[config.mk]
export PLATFORM = sky130hd
export DESIGN_NAME = pipe_sub_countdown
export DESIGN_NICKNAME = d
export VERILOG_FILES = /design/src/rtl/pipe_sub_pkg.sv /design/src/rtl/sub_pipe_stage.sv /design/src/rtl/pipe_sub_countdown.sv
export SDC_FILE = /design/constraint.sdc
export NUM_CORES = 1
export LEC_CHECK = 0
export CORE_ASPECT_RATIO = 0.5
export CORE_UTILIZATION = 39
export CTS_CLUSTER_DIAMETER = 40
export DETAILED_ROUTE_END_ITERATION = 8
export PLACE_DENSITY_LB_ADDON = 0.25
export RECOVER_POWER = 100
export SETUP_SLACK_MARGIN = 0.3
export SYNTH_ARGS = -nofsm -noshare
export SYNTH_HDL_FRONTEND = slang
export SYNTH_SLANG_ARGS = --single-unit
[constraint.sdc]
create_clock -name clk -period 2.6 [get_ports clk]
set_input_delay 0.65 -clock clk [delete_from_list [all_inputs] [get_ports clk]]
set_output_delay 0.65 -clock clk [all_outputs]
set_load 0.01 [all_outputs]
[src/rtl/pipe_sub_pkg.sv]
// Shared types and defaults for the pipelined subtractor / countdown block.
package pipe_sub_pkg;

    typedef enum logic [1:0] {IDLE, RUN, DONE} cd_state_t;

    localparam int DEFAULT_WIDTH     = 8;
    localparam int DEFAULT_FAST_STEP = 3;

endpackage

[src/rtl/sub_pipe_stage.sv]
// One valid/ready register slice. The slice accepts new data when it is empty
// or when its current content is leaving this cycle.
module sub_pipe_stage #(
    parameter int W = 9
) (
    input  logic         clk,
    input  logic         rst,
    input  logic         in_valid,
    output logic         in_ready,
    input  logic [W-1:0] in_data,
    output logic         out_valid,
    input  logic         out_ready,
    output logic [W-1:0] out_data
);

    assign in_ready = !out_valid || out_ready;

    always_ff @(posedge clk or posedge rst) begin
        if (rst) begin
            out_valid <= 1'b0;
            out_data  <= '0;
        end else if (in_ready) begin
            out_valid <= in_valid;
            if (in_valid) out_data <= in_data;
        end
    end

endmodule

[src/rtl/pipe_sub_countdown.sv]
// Two-stage pipelined subtractor with valid/ready handshake, plus an
// independent saturating down-counter with a terminal-count FSM.
//
//   state | meaning
//   IDLE  | counter holds, waiting for load
//   RUN   | counting down by 1 (or FAST_STEP when ena)
//   DONE  | single cycle at terminal count, done = 1
module pipe_sub_countdown
    import pipe_sub_pkg::*;
#(
    parameter int WIDTH     = DEFAULT_WIDTH,
    parameter int FAST_STEP = DEFAULT_FAST_STEP
) (
    input  logic             clk,
    input  logic             rst,
    input  logic             in_valid,
    output logic             in_ready,
    input  logic [WIDTH-1:0] A,
    input  logic [WIDTH-1:0] B,
    output logic             out_valid,
    input  logic             out_ready,
    output logic [WIDTH-1:0] dout,
    output logic             borrow,
    input  logic             load,
    input  logic [WIDTH-1:0] load_val,
    input  logic             ena,
    output logic [WIDTH-1:0] cnt,
    output logic             busy,
    output logic             done
);

    localparam logic [WIDTH-1:0] STEP_FAST = WIDTH'(FAST_STEP);
    localparam logic [WIDTH-1:0] STEP_ONE  = WIDTH'(1);

    // Subtractor pipeline; the extra MSB of the difference is the borrow.
    logic [WIDTH:0] diff;
    logic [WIDTH:0] s1_data;
    logic [WIDTH:0] s2_data;
    logic           s1_valid;
    logic           s2_ready;

    assign diff = {1'b0, A} - {1'b0, B};

    sub_pipe_stage #(.W(WIDTH + 1)) u_stage1 (
        .clk       (clk),
        .rst       (rst),
        .in_valid  (in_valid),
        .in_ready  (in_ready),
        .in_data   (diff),
        .out_valid (s1_valid),
        .out_ready (s2_ready),
        .out_data  (s1_data)
    );

    sub_pipe_stage #(.W(WIDTH + 1)) u_stage2 (
        .clk       (clk),
        .rst       (rst),
        .in_valid  (s1_valid),
        .in_ready  (s2_ready),
        .in_data   (s1_data),
        .out_valid (out_valid),
        .out_ready (out_ready),
        .out_data  (s2_data)
    );

    assign borrow = s2_data[WIDTH];
    assign dout   = s2_data[WIDTH-1:0];

    // Countdown FSM
    cd_state_t        state, state_nxt;
    logic [WIDTH-1:0] cnt_nxt;
    logic [WIDTH-1:0] step;

    assign step = ena ? STEP_FAST : STEP_ONE;

    always_ff @(posedge clk or posedge rst) begin
        if (rst) begin
            state <= IDLE;
            cnt   <= '0;
        end else begin
            state <= state_nxt;
            cnt   <= cnt_nxt;
        end
    end

    always_comb begin
        state_nxt = state;
        cnt_nxt   = cnt;
        if (load) begin
            cnt_nxt   = load_val;
            state_nxt = (load_val == '0) ? DONE : RUN;
        end else begin
            case (state)
                IDLE: state_nxt = IDLE;
                RUN: begin
                    // Saturate at zero rather than wrapping on a large step.
                    if (cnt <= step) begin
                        cnt_nxt   = '0;
                        state_nxt = DONE;
                    end else begin
                        cnt_nxt = cnt - step;
                    end
                end
                DONE: state_nxt = IDLE;
                default: state_nxt = IDLE;
            endcase
        end
    end

    assign busy = (state == RUN);
    assign done = (state == DONE);

endmodule

Yosys cells after proc, flatten, opt, wreduce, memory -nomap -nowiden:

Cells that the tools add are included.

* register bits: 30
* logic and storage cells: 28

* add/subtract/negate cells: 2
* order comparisons: 1
* equality and inequality tests: 3
* muxes and demuxes: 8
* reductions and logical operators: 8

Operators with widths (count)
* 8-bit two-way mux: 3
* 2-bit two-way mux: 5
* 8-bit by 8-bit subtractor with 9-bit output: 1
* 8-bit by 2-bit <= comparator with 1-bit output: 1
* 8-bit logical NOT: 1
* 8-bit by 2-bit subtractor with 8-bit output: 1
* 2-bit AND reduction: 2
* 3-bit by 2-bit != test with 1-bit output (second input constant): 1
* 2-bit by 1-bit equality test with 1-bit output (second input constant): 1
* 2-bit equality test (second input constant): 1
* 1-bit logical NOT: 2
* 1-bit logical OR: 2
* 2-bit nonzero test: 1

Logic depth before layout (Yosys ltp):

* depth after elaboration: 5
* mapped depth: 8
* depth with buffers taken out: 8

Hierarchy:

Synthesis repeated with hierarchy kept, for this count alone.

* cell total of the unflattened synthesis: 172
* area total of the unflattened synthesis: 1839.3 sq um

Modules (own cells, without submodules)
* pipe_sub_countdown: times used 1, cells each 126, area an instance 980.9 sq um
* sub_pipe_stage: times used 2, cells each 23, area an instance 429.2 sq um

Least setup slack after synthesis:

OpenSTA, ideal clock, no wires.

* kind: input port to flip-flop
* start point: in ena
* end point: reg cnt[5]
* library setup time: 126 ps
* data arrival time: 2082 ps
* data required time: 2474 ps
* slack: 393 ps
* stages: 6
* path buffers: 0
* path through: inv_1 -> ha_1 -> a21o_1 -> or4_4 -> a31o_1 -> a221o_1

* longest elaborated chain between the ends: 5
* elaborated cells on any way between the ends: 6
* classes of those cells: add/sub: 1; order compare: 1; mux: 4

RTL lines
* start: declaration: RTL line pipe_sub_countdown.sv:26 `input logic ena,`
* 2-bit two-way mux (*): RTL line pipe_sub_countdown.sv:74 `assign step = ena ? STEP_FAST : STEP_ONE;`
* 8-bit by 2-bit subtractor with 8-bit output / 8-bit by 2-bit <= comparator with 1-bit output (equally long branches): RTL line pipe_sub_countdown.sv:101, pipe_sub_countdown.sv:97
* 8-bit two-way mux (*): RTL line pipe_sub_countdown.sv:97 `if (cnt <= step) begin`
* 8-bit two-way mux (*): RTL line pipe_sub_countdown.sv:93 `case (state)`
* 8-bit two-way mux (*): RTL line pipe_sub_countdown.sv:89 `if (load) begin`
* end signal: assignment: RTL line pipe_sub_countdown.sv:82 `cnt <= cnt_nxt;`
* end: declaration: RTL line pipe_sub_countdown.sv:27 `output logic [WIDTH-1:0] cnt,`

Every way passes the cells marked *; elsewhere a longest branch is shown, timed or not. The select of a mux whose other input is x is not followed.
A chain may end at the register's enable or synchronous reset.

Final worst setup path:

* start point: in B[1]
* end point: reg u_stage1.out_data[5]

* longest elaborated chain between the ends: 1

RTL lines
* start: declaration: RTL line pipe_sub_countdown.sv:19 `input logic [WIDTH-1:0] B,`
* 8-bit by 8-bit subtractor with 9-bit output: RTL line pipe_sub_countdown.sv:42 `assign diff = {1'b0, A} - {1'b0, B};`
* end signal: assignment: RTL line sub_pipe_stage.sv:24 `if (in_valid) out_data <= in_data;`
* end: declaration: RTL line sub_pipe_stage.sv:13 `output logic [W-1:0] out_data`

Every way passes these cells.

==> metrics.txt <==
Port Buffer Count=50; R2R Path Start=cnt[1]; VDD IR-drop max=~0.00028 V; critical path class=input pin to register; critical hold path startpoint=u_stage1.out_data[1]; GR Overflow Total=0; GRT Overall Usage=between 10% and 20%; Post-synth ARST share=100%; Critical Path RT=between 2 and 3 ns; area grow syn2layout=47.8%; fraction of layout cells with a size suffix above 1=between 10% and 20%; Hold WC Path Type=register to register; via count=1,489; Post-Synth Simple-Gate Area=approximately 17%; drc violations=0; Post-synth EDFFs=0; clock skew=0.00478 ns; top-count cell post-synth=dfrtp_1; initial antenna violation count=0; Post-Route WL=about 3800 microns; Max-cap violations=0; slowest stage delay, CP=0.58 ns; Synth top cells by count=30 x dfrtp_1, 17 x nand2_1, 14 x inv_1; number of global-route vias before repair=~1,300; fin crit period=~2.3 ns; largest net degree at the start of global routing=31; Synth Area per Inst=a little over 10 sq um; Tightest Pin Transition=0.758 ns; Detailed Place HPWL=about 2800 microns; final hold vios=0; worst-path cell chain=dlygate4sd3_1 -> inv_1 -> ha_1 -> nor2b_1 -> o31a_1 -> o21a_1 -> o21a_1 -> o31ai_2; largest family of logic cells by synthesized area=simple AND/OR/NAND/NOR gates; # rows=16; Critical Path Most Common Cell=o21a_1; average wire per standard cell=around 13 microns; first-pass GRT wire length=~5800 microns; CP max stage cell=dlygate4sd3_1; post-synthesis mux area share=under 10%; relative slew slack=about half; worst-path fanout max=3; Max Slew Vio Count=0; Longest Clk Path Bufs=2; CORE AREA=about 4000 sq um; First DRT Iteration DRCs=45; Post-Synthesis Cells=between 150 and 200; Synth Net Count=approximately 210; detailed-router iteration count before antenna repair=4; dpl cells=278; Synth Flop Type=dfrtp_1; full die area=around 4600 sq um; top post-synthesis cells by area=dfrtp_1 45%, ha_1 7.5%, mux2_2 7.4%, nand2_1 3.8%, o21ai_0 3.6%; critical path data arrival time=2.52 ns; beginning of the critical path=B[1]; YS warnings=0; Mapped Area=1680 sq um; unique cell type count in the Yosys netlist=37; GP Congestion=0.865; CTS tree=built; Synth Area in XOR/XNOR=~1.0%; Leakage=1.11 nW; Starting Density=about two fifths; die width=approximately 95 microns; clock latency on the worst-skew pair=0.27 ns; Ant. Diodes=0; CTS HTree Levels=2; Nets=roughly 280; Die H=about 48 microns; I/O pin count=51; CTS Sinks=30; CTS clk-pin slew, worst paths=~0.070 ns; adder-cell share of the synthesized area=around a tenth; Worst setup SP type=input pin; status=completed; Vias per Instance=around 5.2; Non-Filler Instances=~290; Fin Setup TNS=0 ns; remaining antenna violation count after routing=0; Synth area leader=dfrtp_1; Period Utilization, post-route=89.5%; Synth Register Bits=30; RSZ-0062 raised after global routing=false; Pwr Density=between 600 and 700 nW/um^2; critical path endpoint category=register; Compound-Gate Fraction of Synth Area=roughly 16%; Achievable Freq=430 MHz; top-area cell type share of the netlist area=44.8%; TritonCTS Buffers=5; Root Buffer Master=clkbuf_8; register area share after synthesis=between 40% and 50%; Final setup viols=0
-- cell usage in the layout (no fill, tap or decap), drive strengths merged, types with 2 or more instances in the layout --
master / count
nor4: 3
nor3: 7
a21oi: 2
nor2b: 3
a221o: 5
mux2: 11
clkdlybuf4s50: 24
clkbuf: 13
dfrtp: 30
buf: 8
inv: 14
nor3b: 3
ha: 10
fa: 2
o21ai: 12
nor2: 10
dlygate4sd3: 23
o21a: 5
o31ai: 4
dlygate4sd2: 2
xor2: 2
nand2b: 6
nand2: 17
-- power breakdown --
part	total [W]	internal, W	switching (W)
Combinational	0.000506	0.000286	0.000220
Sequential	0.000632	0.000564	0.0000683
Clock	0.000476	0.000306	0.000170
-- stage by stage --
step	cell area [sq um]	hold slack [ns]	util [%]	setup WS, ns	total power [W]
floorplan	1680	0.445	-	0.393	0.000889
global route	2480	0.502	61.8	0.193	0.00170
global placement	2320	0.455	58.0	-0.130	0.00115
finish	2480	0.482	61.8	0.273	0.00161
CTS	2480	0.485	62.0	0.305	0.00166
detailed placement	2320	0.471	58.0	-0.163	0.00116
-- worst paths after layout --
kind | endpoint | slack [ns] | cells past startpoint
max | u_stage1.out_data[5] | 0.27 | 8
min | u_stage1.out_data[1] | 0.48 | 2
max reg2reg | cnt[7] | 0.51 | 6
min reg2reg | u_stage1.out_data[1] | 0.48 | 2
max in group asynchronous | state[1] | 1.09 | 3
min in group asynchronous | u_stage2.out_data[3] | 1.03 | 3
-- registers in the layout, summed over array words and instances (netlist names) --
signal and flops:
state 2, u_stage1.out_data 9, cnt 8, u_stage2.out_data 9
u_stage2.out_valid 1, u_stage1.out_valid 1
-- area by class of cell --
| type | instances | area, sq um |
|---|---|---|
| Multi-Input combinational cell | 118 | 897 |
| Timing Repair Buffer | 65 | 596 |
| Sequential cell | 30 | 751 |
| Clock buffer | 6 | 82.6 |
| Tap cell | 54 | 67.6 |
| Clock inverter | 1 | 30.0 |
| Fill cell | 365 | 1530 |
| Inverter | 14 | 52.6 |
-- critical path, delay by kind of cell --
| family | cells | cell delay (ns) |
|---|---|---|
| AOI/OAI and AO/OA | 4 | 0.83 |
| adders and majority gates | 1 | 0.26 |
| buffers and inverters | 2 | 0.64 |
| and+or+nand+nor | 1 | 0.14 |
-- routing by layer --
metal  vias up  GRT usage [%]  wire length [microns]
met1       706           21.5                   1780
met3         2           3.93                    232
met2        53           27.6                   1720
li1        728              -                      -
met5         -              0                      0
met4         0           4.55                     19
-- what timing repair did --
item                       4_1_cts  5_1_grt
pin swaps                        6        5
setup endpoints to repair        8        4
gates cloned                     0        0
resized for setup               12        6
buffers inserted                 2        1
hold buffers                     0        0
-- logic make-up after synthesis --
logic type	after synthesis
compound gates	39
xor+xnor	2
buf+inv	17
flops	30
simple gates	54
fa+ha+maj	12
mux	11
Note: power is estimated with default switching activity, not from simulation.
==> patch 1: new RTL, config.mk and constraints unchanged <==
The package constant `DEFAULT_WIDTH` goes from 8 to 12.
--- a/src/rtl/pipe_sub_pkg.sv
+++ b/src/rtl/pipe_sub_pkg.sv
@@ -4,5 +4,5 @@
     typedef enum logic [1:0] {IDLE, RUN, DONE} cd_state_t;
 
-    localparam int DEFAULT_WIDTH     = 8;
+    localparam int DEFAULT_WIDTH     = 12;
     localparam int DEFAULT_FAST_STEP = 3;
 
Ports: changed (5 resized); port bits go from 51 to 71. No check against the original RTL was run, so the function may have changed too.
==> patch 1 against the original RTL <==
Area after synthesis rose by 49%. Worst setup slack worse by 0.0068 ns. Global-route usage rose by 2.0 points. Final area rose by 53%. Count of clock-buffer cells in the layout down 1. Critical endpoint is now u_stage1.out_data[12]. Total power up 42%. Sequential cell count is 12 higher. Clock skew down 0.0015 ns. First-iteration DRC count rose to 3.4 times the old value. Wire length is 64% higher.
==> patch 1: results <==
[clocking]
cts_resized = 16
cts_setup_buffers = 4
cts_root_buf = "clkbuf_16"

[placed_design]
globalplace.congestion = 0.835
placed_area_sq_um = 3440
placed_cells = 428

[synthesis]
synth-compound-area-share_pct = 19.2
synth_cell_types = 46
synthCells = 256
syn_nets = 314
ys_ff_latch = 42
synth_top_cells_by_count = "dfrtp_1, nand2_1, inv_1"
synth_area_leaders = "dfrtp_1, ha_1, mux2_2"
synthAdderAreaFrac_pct = 8.62
synthMuxAreaShare_pct = 5.86

[worst_setup_path]
critPathArrivalTime_ns = 2.50
cp_slowest_cell = "clkdlybuf4s50_1"

[finish]
layout-drive-gt1-share_pct = 21.4
layout.nets = 412
nFillCells = 523
multi_input_area_share_pct = 39.8
multi_input_gates = 189
n_all_inverters = 19
buffers = 97
clk_share_pct = 3.87
largestRegisters = "u_stage1.out_data x13, u_stage2.out_data x13, cnt x12"

[power_and_ir_drop]
pg_comb_w = 0.000788
total_power_w = 0.00229
switchingPower_w = 0.000709
ir_drop_mv = 0.247
p_leak_nw = 1.68
pg_clk_w = 0.000609

[timing]
slew_headroom_pct = 31.2
skew_ns = 0.00326

[global_route]
grt_pass1_wl_microns = 9750
grt_usage_pct = 18.5
grt_max_degree = 43
grtUsageMet3_pct = 3.40
grt_pass1_vias = 2119

[route]
vias = 2271
wl_met1_microns = 2860
wl_per_cell_microns = 13.9
wl_met3_microns = 270
drt_wl_total_microns = 6170
dr.first_iter.drc_count = 153

[run_status]
status = "finished clean"
## patch 1: cell families (layout without fill, tap and decap cells)
family / after synthesis / in the layout
flip-flops: 42 / 42
AO/OA/AOI/OAI: 70 / 70
AND/OR/NAND/NOR: 84 / 84
XOR/XNOR: 6 / 6
adder cells (fa/ha/maj): 16 / 16
buffers and inverters: 25 / 124
multiplexers: 13 / 13
## patch 1: worst paths after layout
kind	start	to	slack (ns)	cells past startpoint
worst min-delay path	u_stage1.out_data[2]	u_stage1.out_data[2]	0.48	2
max in group asynchronous	rst	cnt[10]	0.84	3
min in group asynchronous	rst	cnt[3]	1.13	3
worst max register to register	cnt[1]	cnt[4]	0.48	8
worst max-delay path	A[6]	u_stage1.out_data[12]	0.27	7
worst min register to register	u_stage1.out_data[2]	u_stage1.out_data[2]	0.48	2
## patch 1: tightest hold or removal path, cell delays in order, from the launching register on
cell	delay (ns)
dfrtp_1	0.34
nand2_1	0.05
o21ai_0	0.06
==> patch 2: new RTL, same settings <==
Without the edit above. Put one more register stage on the output `cnt`, with the module's reset. The value now appears one clock later. The other outputs are not delayed to match.
--- a/src/rtl/pipe_sub_countdown.sv
+++ b/src/rtl/pipe_sub_countdown.sv
@@ -32,4 +32,6 @@
     localparam logic [WIDTH-1:0] STEP_FAST = WIDTH'(FAST_STEP);
     localparam logic [WIDTH-1:0] STEP_ONE  = WIDTH'(1);
+
+    logic [WIDTH-1:0] cnt_s0;
 
     // Subtractor pipeline; the extra MSB of the difference is the borrow.
@@ -77,8 +79,8 @@
         if (rst) begin
             state <= IDLE;
-            cnt   <= '0;
+            cnt_s0 <= '0;
         end else begin
             state <= state_nxt;
-            cnt   <= cnt_nxt;
+            cnt_s0 <= cnt_nxt;
         end
     end
@@ -86,5 +88,5 @@
     always_comb begin
         state_nxt = state;
-        cnt_nxt   = cnt;
+        cnt_nxt   = cnt_s0;
         if (load) begin
             cnt_nxt   = load_val;
@@ -95,9 +97,9 @@
                 RUN: begin
                     // Saturate at zero rather than wrapping on a large step.
-                    if (cnt <= step) begin
+                    if (cnt_s0 <= step) begin
                         cnt_nxt   = '0;
                         state_nxt = DONE;
                     end else begin
-                        cnt_nxt = cnt - step;
+                        cnt_nxt = cnt_s0 - step;
                     end
                 end
@@ -111,4 +113,12 @@
     assign done = (state == DONE);
 
+    always_ff @(posedge clk or posedge rst) begin
+        if (rst) begin
+            cnt <= '0;
+        end else begin
+            cnt <= cnt_s0;
+        end
+    end
+
 endmodule
 
Behaviour: not the same (a bounded check fails within 4 cycles, from zero or initial values and one cycle with rst high).
==> patch 2 against the original RTL <==
Clock power decreased by 23%. Utilization decreased by 3.7 points. Area after synthesis increased by 13%. Register-to-register slack got worse by 0.13 ns. Final area increased by 6.4%. Sequential cell count increased by 8. Cell count increased by 5.9%. Wire length increased by 5.0%. Total power increased by 0.95%. Critical endpoint is now cnt_s0[3]. Critical path depth unchanged. Die area increased by 13%. Highest routed layer unchanged. Largest power group unchanged. Worst setup slack got worse by 0.062 ns.
==> patch 2: results <==
[placed_design]
placed_cells = 295
post-place-ws_ns = -0.230
globalplace.congestion = 0.914
placed_area_sq_um = 2530
dp_hpwl_microns = 2940

[route]
wl_met3_microns = 170
dr.first_iter.drc_count = 26
vias = 1496
drt_wl_total_microns = 3940
wl_met2_microns = 1840
wl_met1_microns = 1890
viasPerCell = 4.90

[finish]
signal_buffer_area_fraction_pct = 22.2
clk_share_pct = 2.90
sh_seq_area_pct = 36.1
layout-drive-gt1-share_pct = 13.8
largestRegisters = "u_stage1.out_data x9, u_stage2.out_data x9"
multi_input_area_share_pct = 33.7
clkbuf_count = 7
nFillCells = 406
post-route-util_pct = 58.2

[global_route]
grt_util_met2_pct = 28.2
grt_usage_pct = 16.4
grt_pass1_vias = 1402
grt_max_degree = 39
grt_pass1_wl_microns = 6290
met1_usage_pct = 20.5
grtUsageMet3_pct = 3.83

[power_and_ir_drop]
total_power_w = 0.00163
switchingPower_w = 0.000469
ir_drop_mv = 0.241
p_leak_nw = 1.18
pg_clk_w = 0.000366
pg_comb_w = 0.000488

[worst_setup_path]
critPathArrivalTime_ns = 2.61
critPathLaunch = "ena"
reg2reg_to = "cnt_s0[3]"
r2r_slack_ns = 0.38
r2r_start = "cnt_s0[1]"
crit_end = "cnt_s0[3]"
r2r.worst_path.cells = 7
path_max_fanout = 6

[die]
die_w_microns = 101

[run_status]
status = "finished clean"

[timing]
slew_headroom_pct = 39.9
fin_hold_ws_ns = 0.447
skew_ns = 0.00567

[synthesis]
syn_nets = 214
yosysSeqAreaShare_pct = 50.2
ys_ff_latch = 38
synth_area_leaders = "dfrtp_1, ha_1, mux2_2"
synth_top_cells_by_count = "dfrtp_1, nand2_1, inv_1"
synthCells = 172
synth_cell_types = 40

[min_path]
hold_end = "cnt[3]"
hp-start = "cnt_s0[3]"
patch 2: cell count changes in the layout (fill, tap and decap cells not counted), moves of 2 or more:
cell / delta
dfrtp_1: +8
a221o_1: -2
nor4_2: +2
nor3b_1: -3
a211oi_1: +2
nor4_1: -3
nor3_1: -3
a21oi_1: +2
ha_1: +2
patch 2: critical path, cell delays in order:
cell           delay, ns
dlygate4sd2_1       0.25
clkbuf_4            0.13
fa_1                0.38
or2_0               0.25
a311o_1             0.41
clkbuf_1            0.19
o21ai_0             0.17
a221o_1             0.17
patch 2: logic make-up (layout without fill, tap and decap cells):
logic type / count (synthesis) / count (layout) / synth area share, %
flip-flops: 38 / 38 / 50.2
AO/OA/AOI/OAI: 39 / 39 / 14.3
buffers and inverters: 17 / 84 / 4.03
adder cells (fa/ha/maj): 12 / 12 / 8.71
multiplexers: 12 / 12 / 7.06
XOR/XNOR: 2 / 2 / 0.924
AND/OR/NAND/NOR: 52 / 52 / 14.8
